<file path="src/rtl/pipelined_imm_gen_if.sv">
// Handshake bundle for pipelined_imm_gen: instruction-in channel and decoded-immediate-out channel.
// A beat moves on a channel in any cycle where its valid and ready are both high at the rising edge.
// A source holds valid and payload until it sees ready, and a sink may not make ready depend on valid.
interface pipelined_imm_gen_if #(
    parameter int XLEN = 32
);
    logic            in_valid;
    logic            in_ready;
    logic [31:0]     in_inst;
    logic            out_valid;
    logic            out_ready;
    logic [XLEN-1:0] out_imm;
    logic [2:0]      out_type;
    logic            out_illegal;

    modport master (
        output in_valid, in_inst, out_ready,
        input  in_ready, out_valid, out_imm, out_type, out_illegal
    );

    modport slave (
        input  in_valid, in_inst, out_ready,
        output in_ready, out_valid, out_imm, out_type, out_illegal
    );
endinterface

</file>
<file path="src/rtl/pipelined_imm_gen.sv">
// RISC-V immediate generator behind a two-entry pipeline (output register plus skid entry).
// Define IMMGEN_UTYPE_EN to decode LUI/AUIPC as U-type; otherwise they are reported illegal.
module pipelined_imm_gen #(
    parameter int XLEN = 32
) (
    input  logic               clk,
    input  logic               reset_n,
    pipelined_imm_gen_if.slave imm_if
);
    localparam logic [2:0] TYPE_NONE = 3'd0;
    localparam logic [2:0] TYPE_I    = 3'd1;
    localparam logic [2:0] TYPE_S    = 3'd2;
    localparam logic [2:0] TYPE_B    = 3'd3;
    localparam logic [2:0] TYPE_J    = 3'd5;
`ifdef IMMGEN_UTYPE_EN
    localparam logic [2:0] TYPE_U    = 3'd4;
`endif

    typedef struct packed {
        logic [XLEN-1:0] imm;
        logic [2:0]      typ;
        logic            ill;
    } entry_t;

    logic        [31:0] inst;
    logic signed [31:0] imm32;
    entry_t             dec;
    entry_t             out_q, out_d;
    entry_t             skid_q, skid_d;
    logic               out_valid_q, out_valid_d;
    logic               skid_valid_q, skid_valid_d;
    logic               accept;
    logic               deliver;

    assign inst = imm_if.in_inst;

    // Every format is first built as a 32-bit signed value, then widened with its sign to XLEN.
    always_comb begin
        imm32   = '0;
        dec.typ = TYPE_NONE;
        dec.ill = 1'b0;
        case (inst[6:0])
            7'b0010011, 7'b0000011, 7'b1100111: begin
                dec.typ = TYPE_I;
                imm32   = {{20{inst[31]}}, inst[31:20]};
            end
            7'b0100011: begin
                dec.typ = TYPE_S;
                imm32   = {{20{inst[31]}}, inst[31:25], inst[11:7]};
            end
            7'b1100011: begin
                dec.typ = TYPE_B;
                imm32   = {{19{inst[31]}}, inst[31], inst[7], inst[30:25], inst[11:8], 1'b0};
            end
            7'b1101111: begin
                dec.typ = TYPE_J;
                imm32   = {{11{inst[31]}}, inst[31], inst[19:12], inst[20], inst[30:21], 1'b0};
            end
            7'b0110011, 7'b1110011: begin
                dec.typ = TYPE_NONE;
            end
`ifdef IMMGEN_UTYPE_EN
            7'b0110111, 7'b0010111: begin
                dec.typ = TYPE_U;
                imm32   = {inst[31:12], 12'b0};
            end
`endif
            default: begin
                dec.ill = 1'b1;
            end
        endcase
        dec.imm = XLEN'(imm32);
    end

    // The skid entry is only ever occupied while the output register is, so in_ready
    // is simply "skid empty" and never looks at out_ready.
    assign accept  = imm_if.in_valid && !skid_valid_q;
    assign deliver = out_valid_q && imm_if.out_ready;

    always_comb begin
        out_d        = out_q;
        out_valid_d  = out_valid_q;
        skid_d       = skid_q;
        skid_valid_d = skid_valid_q;
        if (deliver) begin
            if (skid_valid_q) begin
                out_d        = skid_q;
                skid_valid_d = 1'b0;
            end else if (accept) begin
                out_d = dec;
            end else begin
                out_valid_d = 1'b0;
            end
        end else if (accept) begin
            if (out_valid_q) begin
                skid_d       = dec;
                skid_valid_d = 1'b1;
            end else begin
                out_d       = dec;
                out_valid_d = 1'b1;
            end
        end
    end

    always_ff @(posedge clk or negedge reset_n) begin
        if (!reset_n) begin
            out_q        <= '0;
            out_valid_q  <= 1'b0;
            skid_q       <= '0;
            skid_valid_q <= 1'b0;
        end else begin
            out_q        <= out_d;
            out_valid_q  <= out_valid_d;
            skid_q       <= skid_d;
            skid_valid_q <= skid_valid_d;
        end
    end

    assign imm_if.in_ready    = !skid_valid_q;
    assign imm_if.out_valid   = out_valid_q;
    assign imm_if.out_imm     = out_q.imm;
    assign imm_if.out_type    = out_q.typ;
    assign imm_if.out_illegal = out_q.ill;
endmodule

</file>
<file path="src/flat_wrapper.sv">
// flat-port wrapper written by rule: the top's interface ports become plain ports
module pipelined_imm_gen_flat 
#(
    parameter int XLEN = 32
)
  (clk, reset_n, imm_if_in_valid, imm_if_in_inst, imm_if_out_ready, imm_if_in_ready, imm_if_out_valid, imm_if_out_imm, imm_if_out_type, imm_if_out_illegal);
  pipelined_imm_gen_if #(.XLEN(XLEN)) imm_if_i ();
  input  logic clk;
  input  logic reset_n;
  input wire logic [$bits(imm_if_i.in_valid)-1:0] imm_if_in_valid;
  input wire logic [$bits(imm_if_i.in_inst)-1:0] imm_if_in_inst;
  input wire logic [$bits(imm_if_i.out_ready)-1:0] imm_if_out_ready;
  output wire logic [$bits(imm_if_i.in_ready)-1:0] imm_if_in_ready;
  output wire logic [$bits(imm_if_i.out_valid)-1:0] imm_if_out_valid;
  output wire logic [$bits(imm_if_i.out_imm)-1:0] imm_if_out_imm;
  output wire logic [$bits(imm_if_i.out_type)-1:0] imm_if_out_type;
  output wire logic [$bits(imm_if_i.out_illegal)-1:0] imm_if_out_illegal;
  assign imm_if_i.in_valid = imm_if_in_valid;
  assign imm_if_i.in_inst = imm_if_in_inst;
  assign imm_if_i.out_ready = imm_if_out_ready;
  assign imm_if_in_ready = imm_if_i.in_ready;
  assign imm_if_out_valid = imm_if_i.out_valid;
  assign imm_if_out_imm = imm_if_i.out_imm;
  assign imm_if_out_type = imm_if_i.out_type;
  assign imm_if_out_illegal = imm_if_i.out_illegal;
  pipelined_imm_gen #(.XLEN(XLEN)) u_core (.clk(clk), .reset_n(reset_n), .imm_if(imm_if_i));
endmodule
</file>
<file path="config.mk">
export PLATFORM = sky130hd
export DESIGN_NAME = pipelined_imm_gen_flat
export DESIGN_NICKNAME = d
export VERILOG_FILES = /design/src/rtl/pipelined_imm_gen_if.sv /design/src/rtl/pipelined_imm_gen.sv /design/src/flat_wrapper.sv
export SDC_FILE = /design/constraint.sdc
export NUM_CORES = 1
export LEC_CHECK = 0
export CAP_MARGIN = 20
export CORE_UTILIZATION = 51
export DETAILED_ROUTE_END_ITERATION = 7
export GPL_TIMING_DRIVEN = 0
export HOLD_SLACK_MARGIN = 0.15
export PLACE_DENSITY = 0.92
export SYNTH_ARGS = -nofsm -noshare
export SYNTH_HDL_FRONTEND = slang
export SYNTH_SLANG_ARGS = --single-unit
export TNS_END_PERCENT = 10
</file>
<file path="constraint.sdc">
create_clock -name clk -period 3.35 [get_ports clk]
set_input_delay 0.67 -clock clk [delete_from_list [all_inputs] [get_ports clk]]
set_output_delay 0.67 -clock clk [all_outputs]
set_load 0.02 [all_outputs]
</file>
==> impl_metrics.tcl <==
set metrics [dict create \
    status "finished, final reports clean" \
    grt.busiest_layer "met2" \
    ioPinCount 74 \
    hold_ws_ps 227 \
    cts_hold_buf 0 \
    path_delay_family "buffers and inverters" \
    synth_fa_ha_area_frac 0 \
    via_count 2207 \
    use_met1 0.322 \
    min_period_ps 2330 \
    dr.pass1.iters 4 \
    yosys.area_share.simple 0.133 \
    intPower_w 0.00141 \
    wl_per_cell_microns 16.2 \
    slew_viol_final 0 \
    crit_path_start "u_core.imm_if.out_imm[30]" \
    crit_path_top_delay_cell "clkdlybuf4s50_1" \
    grt_max_degree 43 \
    pwr-share-comb 0.433 \
    gp_congestion 0.812 \
    antenna_found_initial 0 \
    power_frac_seq 0.399 \
    syn_nets 276 \
    worstSkewPairLatency_ps 300 \
    synth_xor_area_frac 0 \
    clockPowerShare 0.168 \
    reg2reg_from "u_core.skid_valid_q" \
    synthCells 240 \
    max_slew_margin 0.597 \
    dpl-instance-area_sq_mm 0.00334 \
    setup_viol 0 \
    p_per_area_mw_per_mm2 651 \
    finalNetCount 355 \
    start_util 0.532 \
    rows 25 \
    cts_sinks 52 \
    ys_ff_latch 52 \
    fp.coreArea_sq_mm 0.00475 \
    cp_cell_sequence "buf_4, clkdlybuf4s50_1" \
    max-vdd-ir-drop_uv 406 \
    grt_util_met2 0.426 \
    dieArea_sq_mm 0.00525 \
    diodes 0 \
    fin_crit_sh 0.696 \
    cp_max_fo 13 \
    cpPeakStageDelay_ps 590 \
    cp.arrival_ps 1660 \
    drive_above_1_share 0.141 \
    power_w 0.00224 \
    die_w_microns 72.4 \
    max_freq_ghz 0.429 \
    viasPerCell 5.72 \
    fin_skew_ps 4.16 \
    fill_cells 361 \
    crit_type "register to primary output" \
    drc 0 \
    cts_tree "yes" \
    drt-total-wl_microns 6250 \
    finalHoldViolCount 0 \
    hold_class "input port to asynchronous set/reset pin" \
    portBuffers 71 \
    drt_iter0_markers 238 \
    drv_cap 0 \
    cts_resized 0 \
    area_growth_syn_to_layout_pct 35.8 \
    swShare 0.369 \
    cp.required_ps 2680 \
    synth_cell_types 43 \
    p_leak_nw 1.50 \
    finalSetupTns_ps 0 \
    endpoint_kind "primary output" \
    grt_pass1_vias 2219 \
    post-cts-setup-buffers 0 \
    rsz0062_at_grt "false" \
    synth_warnings 0 \
    die_h_microns 72.4 \
    synthMuxAreaShare 0.00445 \
    grtUsageMet3 0.0514 \
    ant_nets 0 \
    stdcell_area_sq_mm 0.00344 \
    synthArstFlopShare 1.00 \
    cts_made_buffers 5 \
    synth_edf_count 0 \
    synth_ff_type "dfrtp_1" \
    cts_buffer_depth 2 \
    syn_area_sq_mm 0.00253 \
    synth-compound-area-share 0.274 \
    grt.total_usage 0.252 \
    synth_top_family_by_area "compound AO/OA/AOI/OAI gates" \
    ctsRootBufferMaster "clkbuf_8" \
    grt_pass1_wl_microns 10200 \
    switching_power_w 0.000825 \
    hpwlAfterDp_microns 4480 \
    tightest_slew_ps 605 \
    clk_pin_slew_worst_paths_ps 90 \
    grt-ovfl-total 0 \
    htreeDepth 2 \
    crit_buf_inv 2 \
    syn_avg_cell_area_sq_um 10.5 \
    ys_seq_area_frac 0.514 \
    start_kind "register" \
]
==> per-layer routing <==
metal / wire (microns) / vias to the layer above / part of all wire
met5: 0 / - / 0
met2: 3090 / 108 / 0.49
met3: 415 / 11 / 0.066
li1: - / 1029 / -
met4: 102 / 0 / 0.016
met1: 2640 / 1059 / 0.42
==> through the flow <==
step	util	std cells	setup WS [ps]
after CTS	0.723	386	1000
after floorplan	-	240	1570
after global placement	0.699	378	166
final	0.723	386	1020
after global routing	0.723	386	933
after detailed placement	0.702	379	851
==> final timing paths <==
| kind | to | slack (ps) | cells past startpoint |
|---|---|---|---|
| worst max-delay path | imm_if_out_imm[24] | 1020 | 2 |
| min in group clk | u_core.skid_q[23] | 500 | 2 |
| worst max register to register | u_core.imm_if.out_imm[18] | 1610 | 5 |
| worst min register to register | u_core.skid_q[23] | 500 | 2 |
| worst min-delay path | u_core.imm_if.out_imm[2] | 230 | 1 |
| max in group asynchronous | u_core.imm_if.out_imm[19] | 2620 | 2 |
==> state kept, by name, summed over array words and instances (netlist names) <==
name / flops
u_core.imm_if.out_imm: 21
u_core.skid_valid_q: 1
u_core.imm_if.out_illegal: 1
u_core.imm_if.out_valid: 1
u_core.imm_if.out_type: 3
u_core.skid_q: 25
==> cell usage in the layout (no fill, tap or decap), types with 3 or more instances in the layout <==
master / instances
a21o_1: 8
a21oi_1: 22
a221oi_1: 7
a22o_1: 14
buf_2: 6
buf_4: 12
buf_6: 4
clkbuf_1: 3
clkbuf_8: 7
clkdlybuf4s50_1: 70
dfrtp_1: 52
inv_1: 4
nand2_1: 31
nor2_1: 11
o21ai_0: 16
o21ai_1: 10
o22ai_1: 9
==> cells by family (layout without fill, tap and decap cells) <==
kind of cell,count (synthesis),count (layout)
AO/OA/AOI/OAI,99,99
buffers and inverters,28,107
multiplexers,1,1
flip-flops,52,52
AND/OR/NAND/NOR,60,60
==> power groups by stage <==
| stage | Sequential (W) | Clock (W) | Combinational [W] |
|---|---|---|---|
| after global routing | 0.000912 | 0.000410 | 0.00104 |
| final | 0.000893 | 0.000375 | 0.000968 |
| after detailed placement | 0.000902 | 0 | 0.000967 |
| after floorplan | 0.00100 | 0 | 0.000436 |
| after global placement | 0.000894 | 0 | 0.000929 |
| after CTS | 0.000890 | 0.000379 | 0.000970 |
==> area by class of cell <==
cell class / count / area (sq um) / area share
multi-input cells: 160 / 1040 / 0.303
clock buffers: 7 / 96.3 / 0.0280
well taps: 67 / 83.8 / 0.0244
inverters: 4 / 15.0 / 0.00437
repair buffers: 72 / 726 / 0.211
flip-flops and latches: 52 / 1300 / 0.379
plain buffers: 24 / 171 / 0.0499
==> Yosys cell counts (2+ instances only) <==
| master | n | area (sq um) |
|---|---|---|
| and3_1 | 2 | 12.5 |
| buf_6 | 4 | 45.0 |
| a221oi_1 | 7 | 61.3 |
| o22ai_1 | 9 | 56.3 |
| dfrtp_1 | 52 | 1300 |
| a21o_1 | 8 | 60.1 |
| nand2_1 | 31 | 116 |
| clkbuf_1 | 3 | 11.3 |
| a22oi_1 | 2 | 15.0 |
| o21ai_1 | 10 | 50.1 |
| a22o_1 | 14 | 123 |
| a21oi_1 | 22 | 110 |
| nand3_1 | 2 | 10.0 |
| o21ai_0 | 16 | 80.1 |
| buf_2 | 5 | 25.0 |
| inv_1 | 4 | 15.0 |
| nor2_1 | 11 | 41.3 |
| buf_4 | 12 | 90.1 |
| nor2_4 | 2 | 22.5 |
Note: power is estimated with default switching activity, not from simulation.
